<file path="src/rtl/md_pkg.sv">
// Shared encodings for the EXE-stage multiply/divide unit.
package md_pkg;

    localparam int unsigned MD_OP_W = 3;

    typedef enum logic [MD_OP_W-1:0] {
        MD_MULT  = 3'd0,
        MD_MULTU = 3'd1,
        MD_DIV   = 3'd2,
        MD_DIVU  = 3'd3,
        MD_MTHI  = 3'd4,
        MD_MTLO  = 3'd5
    } md_op_e;

    typedef enum logic [1:0] {
        ST_IDLE = 2'd0,
        ST_MUL  = 2'd1,
        ST_DIV  = 2'd2,
        ST_DONE = 2'd3
    } md_state_e;

    // Operation context captured at accept and held until commit.
    typedef struct packed {
        md_op_e op;
        logic   sgn1;
        logic   sgn2;
        logic   signed_op;
        logic   div_zero;
    } md_ctl_t;

    function automatic logic op_is_signed(input md_op_e op);
        return (op == MD_MULT) || (op == MD_DIV);
    endfunction

    function automatic logic op_is_mul(input md_op_e op);
        return (op == MD_MULT) || (op == MD_MULTU);
    endfunction

endpackage

</file>
<file path="src/rtl/md_div_iter.sv">
// Unsigned restoring divider: one quotient bit per cycle over XLEN cycles.
module md_div_iter #(
    parameter int unsigned XLEN = 32
) (
    input  logic            clk,
    input  logic            reset,
    input  logic            start,
    input  logic            kill,
    input  logic [XLEN-1:0] dividend,
    input  logic [XLEN-1:0] divisor,
    output logic [XLEN-1:0] q,
    output logic [XLEN-1:0] r,
    output logic            valid_c
);

    localparam int unsigned CW = $clog2(XLEN);

    logic [XLEN-1:0] quo_q;
    logic [XLEN-1:0] rem_q;
    logic [XLEN-1:0] dvs_q;
    logic [CW-1:0]   cnt_q;
    logic            active_q;
    logic [XLEN:0]   rem_sh;
    logic [XLEN:0]   diff;
    logic            last;

    // Trial subtraction; MSB of diff set means the partial remainder was too small.
    always_comb begin
        rem_sh = {rem_q, quo_q[XLEN-1]};
        diff   = rem_sh - {1'b0, dvs_q};
        last   = active_q && (cnt_q == CW'(XLEN - 1));
    end

    always_ff @(posedge clk) begin
        if (reset) begin
            quo_q    <= '0;
            rem_q    <= '0;
            dvs_q    <= '0;
            cnt_q    <= '0;
            active_q <= 1'b0;
        end else if (kill) begin
            cnt_q    <= '0;
            active_q <= 1'b0;
        end else if (start) begin
            quo_q    <= dividend;
            rem_q    <= '0;
            dvs_q    <= divisor;
            cnt_q    <= '0;
            active_q <= 1'b1;
        end else if (active_q) begin
            if (!diff[XLEN]) begin
                rem_q <= diff[XLEN-1:0];
                quo_q <= {quo_q[XLEN-2:0], 1'b1};
            end else begin
                rem_q <= rem_sh[XLEN-1:0];
                quo_q <= {quo_q[XLEN-2:0], 1'b0};
            end
            cnt_q <= cnt_q + CW'(1);
            if (last) begin
                active_q <= 1'b0;
            end
        end
    end

    assign q       = quo_q;
    assign r       = rem_q;
    assign valid_c = last;

endmodule

</file>
<file path="src/rtl/es_muldiv_unit.sv">
// EXE-stage multiply/divide unit owning the architectural HI/LO registers.
module es_muldiv_unit
    import md_pkg::*;
#(
    parameter int unsigned XLEN            = 32,
    parameter int unsigned MUL_STAGES      = 2,
    parameter int unsigned DIV_ZERO_Q_ONES = 1
) (
    input  logic               clk,
    input  logic               reset,
    input  logic               in_valid,
    output logic               in_ready,
    input  logic [MD_OP_W-1:0] in_op,
    input  logic [XLEN-1:0]    in_src1,
    input  logic [XLEN-1:0]    in_src2,
    input  logic               flush,
    output logic               busy,
    output logic               done,
    output logic [XLEN-1:0]    hi,
    output logic [XLEN-1:0]    lo
);

    localparam int unsigned PW      = 2 * XLEN;
    localparam bit          DZ_ONES = (DIV_ZERO_Q_ONES != 0);

    md_state_e       state_q, state_d;
    md_ctl_t         ctl_q, ctl_d;
    logic [XLEN-1:0] src1_q, src2_q;
    logic [1:0]      mul_cnt_q, mul_cnt_d;
    logic [XLEN-1:0] hi_d, lo_d;
    logic            done_d;
    logic            busy_d;
    logic            capture;
    logic            div_start;

    md_op_e          op_in;
    logic            accept;
    logic            in_signed;
    logic            in_sgn1, in_sgn2;
    logic [XLEN-1:0] mag1, mag2;

    logic [PW-1:0]   a_ext, b_ext, prod;
    logic [PW-1:0]   mul_pipe [MUL_STAGES];
    logic [PW-1:0]   mul_res;

    logic [XLEN-1:0] div_q, div_r;
    logic            div_last_c;
    logic [XLEN-1:0] q_fix, r_fix;

    // Issue-side decode; magnitudes feed the divider directly at accept.
    always_comb begin
        op_in     = md_op_e'(in_op);
        accept    = in_valid && in_ready && !flush;
        in_signed = op_is_signed(op_in);
        in_sgn1   = in_signed && in_src1[XLEN-1];
        in_sgn2   = in_signed && in_src2[XLEN-1];
        mag1      = in_sgn1 ? (XLEN'(0) - in_src1) : in_src1;
        mag2      = in_sgn2 ? (XLEN'(0) - in_src2) : in_src2;
    end

    // Full-width product from extended operands, then delayed to MUL_STAGES.
    always_comb begin
        a_ext   = {{XLEN{ctl_q.signed_op & src1_q[XLEN-1]}}, src1_q};
        b_ext   = {{XLEN{ctl_q.signed_op & src2_q[XLEN-1]}}, src2_q};
        prod    = a_ext * b_ext;
        mul_res = mul_pipe[MUL_STAGES-1];
    end

    always_ff @(posedge clk) begin
        if (reset) begin
            for (int unsigned i = 0; i < MUL_STAGES; i++) begin
                mul_pipe[i] <= '0;
            end
        end else if (state_q == ST_MUL) begin
            mul_pipe[0] <= prod;
            for (int unsigned i = 1; i < MUL_STAGES; i++) begin
                mul_pipe[i] <= mul_pipe[i-1];
            end
        end
    end

    md_div_iter #(
        .XLEN(XLEN)
    ) u_div (
        .clk      (clk),
        .reset    (reset),
        .start    (div_start),
        .kill     (flush),
        .dividend (mag1),
        .divisor  (mag2),
        .q        (div_q),
        .r        (div_r),
        .valid_c  (div_last_c)
    );

    // Quotient sign follows the operand signs; remainder follows the dividend.
    always_comb begin
        q_fix = (ctl_q.sgn1 ^ ctl_q.sgn2) ? (XLEN'(0) - div_q) : div_q;
        r_fix = ctl_q.sgn1 ? (XLEN'(0) - div_r) : div_r;
    end

    always_comb begin
        state_d   = state_q;
        ctl_d     = ctl_q;
        mul_cnt_d = mul_cnt_q;
        hi_d      = hi;
        lo_d      = lo;
        done_d    = 1'b0;
        capture   = 1'b0;
        div_start = 1'b0;

        unique case (state_q)
            ST_IDLE: begin
                if (accept) begin
                    capture         = 1'b1;
                    mul_cnt_d       = '0;
                    ctl_d.op        = op_in;
                    ctl_d.sgn1      = in_sgn1;
                    ctl_d.sgn2      = in_sgn2;
                    ctl_d.signed_op = in_signed;
                    ctl_d.div_zero  = (in_src2 == '0);
                    case (op_in)
                        MD_MTHI: begin
                            hi_d   = in_src1;
                            done_d = 1'b1;
                        end
                        MD_MTLO: begin
                            lo_d   = in_src1;
                            done_d = 1'b1;
                        end
                        MD_MULT, MD_MULTU: state_d = ST_MUL;
                        MD_DIV, MD_DIVU: begin
                            if (in_src2 == '0) begin
                                state_d = ST_DONE;
                            end else begin
                                state_d   = ST_DIV;
                                div_start = 1'b1;
                            end
                        end
                        default: ;
                    endcase
                end
            end
            ST_MUL: begin
                mul_cnt_d = mul_cnt_q + 2'd1;
                if (mul_cnt_q == 2'(MUL_STAGES - 1)) begin
                    state_d = ST_DONE;
                end
            end
            ST_DIV: begin
                if (div_last_c) begin
                    state_d = ST_DONE;
                end
            end
            ST_DONE: begin
                state_d = ST_IDLE;
                if (op_is_mul(ctl_q.op)) begin
                    {hi_d, lo_d} = mul_res;
                    done_d       = 1'b1;
                end else if (ctl_q.div_zero) begin
                    if (DZ_ONES) begin
                        lo_d   = '1;
                        hi_d   = src1_q;
                        done_d = 1'b1;
                    end
                end else begin
                    lo_d   = q_fix;
                    hi_d   = r_fix;
                    done_d = 1'b1;
                end
            end
            default: state_d = ST_IDLE;
        endcase

        // Cancellation overrides everything, including a pending commit.
        if (flush) begin
            state_d   = ST_IDLE;
            hi_d      = hi;
            lo_d      = lo;
            done_d    = 1'b0;
            div_start = 1'b0;
        end

        busy_d = (state_d != ST_IDLE);
    end

    always_ff @(posedge clk) begin
        if (reset) begin
            state_q   <= ST_IDLE;
            ctl_q     <= '0;
            src1_q    <= '0;
            src2_q    <= '0;
            mul_cnt_q <= '0;
            hi        <= '0;
            lo        <= '0;
            done      <= 1'b0;
            busy      <= 1'b0;
            in_ready  <= 1'b1;
        end else begin
            state_q   <= state_d;
            ctl_q     <= ctl_d;
            mul_cnt_q <= mul_cnt_d;
            if (capture) begin
                src1_q <= in_src1;
                src2_q <= in_src2;
            end
            hi        <= hi_d;
            lo        <= lo_d;
            done      <= done_d;
            busy      <= busy_d;
            in_ready  <= !busy_d;
        end
    end

endmodule

</file>
<file path="config.mk">
export PLATFORM = sky130hd
export DESIGN_NAME = es_muldiv_unit
export DESIGN_NICKNAME = d
export VERILOG_FILES = /design/src/rtl/md_pkg.sv /design/src/rtl/md_div_iter.sv /design/src/rtl/es_muldiv_unit.sv
export SDC_FILE = /design/constraint.sdc
export NUM_CORES = 2
export LEC_CHECK = 0
export BUFFER_PORTS_ARGS = -buffer_cell sky130_fd_sc_hd__buf_4
export CAP_MARGIN = 0
export CORE_MARGIN = 2
export CORE_UTILIZATION = 25
export DETAILED_ROUTE_END_ITERATION = 6
export MAX_ROUTING_LAYER = met4
export PLACE_DENSITY = 0.45
export REMOVE_ABC_BUFFERS = 1
export SLEW_MARGIN = 20
export SYNTH_ARGS = -nofsm -noshare
export SYNTH_HDL_FRONTEND = slang
export SYNTH_SLANG_ARGS = --single-unit
</file>
<file path="constraint.sdc">
create_clock -name clk -period 10.9 [get_ports clk]
set_input_delay 0 -clock clk [delete_from_list [all_inputs] [get_ports clk]]
set_output_delay 0 -clock clk [all_outputs]
set_load 0.02 [all_outputs]
</file>
**After elaboration in Yosys (flattened, before gate mapping)**

Memories as Yosys holds them, arrays and structs flattened.
Cells that the tools add are included.

- Memories kept: 1
- Output and inout port bits: 67
- Bits in latches: 0
- Input bits: 71
- Register bits: 244
- Bits in read-only memories: 0
- RAM bits: 128

- Mux-type cells: 49
- Divide/modulo/power cells: 0
- Multipliers: 1
- Add/sub/neg operators: 7
- Reductions and logical operators: 28
- Magnitude comparators: 0
- Eq/ne operators: 14
- Bitwise operators: 6
- Shifts and indexed selects: 0

Memory list:

| name | words | bits a word | rd ports | clocked after Yosys merged registers in | write ports | line | source |
|---|---|---|---|---|---|---|---|
| mul_pipe | 2 | 64 | 2 | 0 | 2 | es_muldiv_unit.sv:43 | `logic [PW-1:0] mul_pipe [MUL_STAGES];` |

Operator list:

| operator | number |
|---|---|
| $mux 32 | 17 |
| $mux 64 | 2 |
| $pmux 32 s2 | 2 |
| $sub 1x32->32 const A | 4 |
| $mul 33x33->64 | 1 |
| $sub 33x32->33 | 1 |
| $logic_not 32->1 | 1 |
| $mux 1 | 19 |
| $mux 2 | 5 |
| $pmux 2 s2 | 2 |
| $pmux 2 s4 | 1 |
| $reduce_and 2->1 | 4 |
| $reduce_and 4->1 | 2 |
| $reduce_bool 2->1 | 4 |
| $reduce_or 2->1 | 4 |
| $eq 3x1->1 const B | 2 |
| $eq 3x2->1 const B | 2 |
| $eq 3x3->1 const B | 2 |
| $logic_not 3->1 | 2 |
| $add 5x1->5 const B | 1 |
| $eq 5x5->1 const B | 1 |
| $logic_and 1x1->1 | 5 |
| $eq 2x1->1 const B | 2 |
| $eq 2x2->1 const B | 2 |
| other kinds (12) | 17 |

**Longest topological paths before layout**

- Depth in word-level cells: 8
- Mapped depth: 32
- Depth with buffers taken out: 28

**Modules after synthesis**

From an unflattened synthesis, not the netlist that was laid out.

- Cells, all modules: 6505
- Area total of the unflattened synthesis: 57538.9 µm²

By module, submodules not included:

| module | seq. area each (µm²) | instances | area each (µm²) | cells each |
|---|---|---|---|---|
| es_muldiv_unit | 6666.4 | 1 | 51669.6 | 5777 |
| md_div_iter | 2042.0 | 1 | 5869.4 | 728 |

**Worst setup path before layout**

OpenSTA, ideal clock, no wires.

- Kind: register -> register
- Start: reg ctl_q[1] (netlist bit)
- End: mem mul_pipe[0][61] (netlist bit) (data pin)
- Path buffers: 3
- Setup time: 0.256 ns
- Path slack: 2.483 ns
- Cell stages (with the launch flop): 31
- Data arrival time: 8.162 ns
- Period minus slack after synthesis: 8.417 ns
- Cell sequence: dfxtp_1 -> clkbuf_1 -> and2_1 -> clkbuf_1 -> clkbuf_1 -> nand2_1 -> inv_1 -> fa_1 -> inv_1 -> fa_1 -> inv_1 -> fa_1 -> inv_1 -> fa_1 -> inv_1 -> fa_1 -> fa_1 -> inv_1 -> fa_1 -> fa_1 -> inv_1 -> ha_1 -> and3_1 -> a221oi_1 -> nand2b_1 -> a21oi_1 -> nor3_1 -> o31ai_1 -> a221oi_1 -> o211ai_1 -> a31o_2

RTL lines:

| item | line | source |
|---|---|---|
| from (decl) | es_muldiv_unit.sv:27 | `md_ctl_t ctl_q, ctl_d;` |
| from (signal assigned) | es_muldiv_unit.sv:201 | `ctl_q <= ctl_d;` |
| to (decl) | es_muldiv_unit.sv:43 |  |

==> results_dict.tcl <==
set metrics [dict create \
    worstPathRequired_ns 11.26 \
    ys_types 82 \
    cts.clk_slew.worst_paths_ns 0.07 \
    highest_layer "met4" \
    clk_latency_ns 0.61 \
    ctsResizeCount 0 \
    vias 44100 \
    yosysTopAreaCell "fa_1" \
    cts-root-buf "clkbuf_16" \
    crit_family "adder cells" \
    critPathLaunchType "flop" \
    synth_top_family_by_area "adder cells" \
    fin_nets 7856 \
    grt_setup_unrepaired "no" \
    ys_ff_latch 371 \
    grt_pass1_wl_um 301000 \
    slew_violations 0 \
    drt_wl_total_um 199000 \
    ys_async_sr_fraction 0 \
    post_cts_buffers 0 \
    area_delta_synth_final_pct 11.8 \
    track_usage 0.176 \
    max_stage_delay_ns 0.75 \
    wl_met1_um 86200 \
    period_minus_slack_ns 9.64 \
    power_leakage_nw 28.6 \
    final_util 0.281 \
    cts_max_level 2 \
    synth-compound-area-share 0.0891 \
    min_path_cells 6 \
    drive_gt1_frac 0.0604 \
    synth.area.mux_share 0.00614 \
    synth_top_area_share 0.394 \
    design.die.area_um2 233000 \
    dr_wl_met3_um 9340 \
    synth_area_um2 57300 \
    ys_seq_area_frac 0.152 \
    gp_congestion 0.914 \
    clock_path_buffers 3 \
    r2r_slack_ns 1.26 \
    via_per_inst 4.66 \
    cp_slowest_cell "and2_1" \
    postPlaceCellArea_um2 61500 \
    portBuffers 137 \
    timing.rr.start "ctl_q[1]$_SDFFE_PP0P_" \
    worst_slew_margin_rel 0.292 \
    grt_max_degree 93 \
    hold_viol 0 \
    core_um2 227000 \
    synthXorXnorAreaFrac 0.0335 \
    finalPower_mw 4.46 \
    num_rows 175 \
    drv_cap 0 \
    synth_cells 6421 \
    synthSimpleGateAreaFrac 0.166 \
    setup_tns_ns 0 \
    r2r-end "mul_pipe[0][61]$_SDFFCE_PN0P_" \
    placed_cells 9278 \
    synthAdderAreaFrac 0.449 \
    grt-ovfl-total 0 \
    ios 138 \
    wl_per_cell_um 21.0 \
    drt_first_iter_violations 3135 \
    min_to "u_div.q[31]$_SDFFE_PP0P_" \
    final_area_um2 64000 \
    antenna_found_initial 9 \
    cts_sinks 371 \
    ys_top_cells_by_area "fa_1 39%, dfxtp_1 8.5%, inv_1 7.6%" \
    synth_edf_count 128 \
    ys.flop_type "dfxtp_1" \
    cp_common_cell "fa_1" \
    holdCritStartpoint "in_op[0]" \
    synth-warning-count 0 \
    fin_cells 9455 \
    finalSetupViolCount 0 \
    grt_pass1_vias 46600 \
    power_density_nw_per_um2 69.7 \
    tightest_slew_ns 1.06 \
    fin_skew_ns 0.0199 \
    fmax_mhz 104 \
    die_w_um 483 \
    arrival_ns 10.01 \
    initial_utilization 0.252 \
    hold_path.class "in2reg" \
    routed-wl-met2_um 98200 \
    reg2regPathDepth 26 \
    vdd_drop_max_mv 0.0854 \
    fin_crit_sh 0.885 \
    dieHeight_um 483 \
    critPathCaptureType "flop" \
    critPathKind "reg2reg" \
    avgSynthCellArea_um2 8.92 \
    cp.buffers_inverters 6 \
    ant_nets 0 \
    crit_fanout 15 \
    dp_hpwl_um 159000 \
    firstDrtPassIters 6 \
    drc_errors 0 \
    cts_inserted_buffers 48 \
    status "completed" \
    tritoncts "yes" \
]
[how the worst max path moves through the flow]
stage,start,to,slack (ns),depth (start not counted)
2_1_floorplan,state_q[1]$_SDFF_PP0_,u_div.r[0]$_SDFFE_PP0P_,-1.12,7
3_3_place_gp,src1_q[13]$_SDFFE_PP0P_,mul_pipe[0][61]$_SDFFCE_PN0P_,1.18,25
3_5_place_dp,ctl_q[1]$_SDFFE_PP0P_,mul_pipe[0][61]$_SDFFCE_PN0P_,1.32,26
4_1_cts,ctl_q[1]$_SDFFE_PP0P_,mul_pipe[0][61]$_SDFFCE_PN0P_,1.28,26
5_1_grt,ctl_q[1]$_SDFFE_PP0P_,mul_pipe[0][61]$_SDFFCE_PN0P_,0.81,26
6_report,ctl_q[1]$_SDFFE_PP0P_,mul_pipe[0][61]$_SDFFCE_PN0P_,1.26,26
[synthesized netlist by cell type (35+ instances only)]
cell and n:
o211ai_1 39, xnor2_1 122, nor3_1 39, inv_1 1155, ha_1 255, a21oi_1 289
nand2b_1 37, clkbuf_1 396, nand2_1 1011, nand3_1 35, xor2_1 95, and2_1 438
edfxtp_1 128, nor2_1 321, o21ai_0 126, dfxtp_1 243, a21o_1 64, a211oi_1 73
fa_1 1126
[state kept, by name, summed over array words and instances, names as in the netlist, 6 cells and up]
register	count
hi	32
mul_pipe	128
u_div.q	32
u_div.r	32
src1_q	32
u_div.dvs_q	32
lo	32
ctl_q	6
src2_q	32
[where the power goes]
| group | switching [mW] | internal [mW] |
|---|---|---|
| clock network | 0.693 | 1.00 |
| registers | 0.0835 | 1.48 |
| logic | 0.793 | 0.407 |
| total | 1.57 | 2.89 |
[layer usage]
layer / vias to the layer above / GRT usage
li1: 19700 / -
met1: 23000 / 0.228
met2: 1141 / 0.299
met3: 211 / 0.0164
met4: 0 / 0.0394
met5: - / -
[timing repair]
item	4_1_cts	5_1_grt
setup endpoints to repair	0	0
hold buffers	85	0
endpoints found under the hold margin	198	0
[final cells by class]
cell class	instances	area, µm²
fillers	24300	163000
multi-input cells	4480	42700
flip-flops and latches	371	8710
inverters	1155	4340
well taps	3009	3760
repair buffers	348	2840
clock buffers	64	1340
clock inverters	26	298
diodes	2	5.00
[logic make-up (layout without fill, tap and decap cells)]
kind of cell               count (synthesis)  in the layout
AOI/OAI and AO/OA                        796            796
xor gates and xnor gates                 218            218
adders and majority gates               1381           1381
buffers and inverters                   1570           1593
DFF                                      371            371
muxes                                     35             35
other                                      0              2
and+or+nand+nor                         2050           2050
[cells in the final DEF, fill, tap and decap left out, drive strengths merged, types with 10 or more instances in the layout]
cell         instances
xor2                95
buf                263
o21a                16
and2               438
o21bai              14
a21oi              289
xnor2              123
ha                 255
o21ai              128
mux2i               34
a21o                64
nand4               20
inv               1155
dfxtp              243
a211oi              74
clkbuf              64
dlygate4sd3         85
or3                 14
a311oi              29
nand2             1011
or4                 15
nor2               321
o31ai               27
and3                32
o221ai              32
clkinv              17
nor3                41
edfxtp             128
nand2b              37
nor2b               10
o211ai              39
fa                1126
nand3               35
nor4                26
o41ai               16
or2                 15
a31oi               17
nor3b               16
[metrics by stage]
| step | setup slack (ns) | hold slack, ns |
|---|---|---|
| finish | 1.26 | 0.0402 |
| global route | 0.806 | 0.0929 |
| CTS | 1.28 | 0.0112 |
| detailed placement | 1.32 | 0.296 |
| global placement | 1.18 | 0.288 |
| floorplan | -1.12 | 0.0691 |
[tightest hold or removal path, delay by kind of cell]
family                 cells  cell delay, ns
buffers and inverters      2            0.28
AO/OA/AOI/OAI              3            0.29
AND/OR/NAND/NOR            1            0.04
No activity file was read; power rests on OpenSTA's default activity.
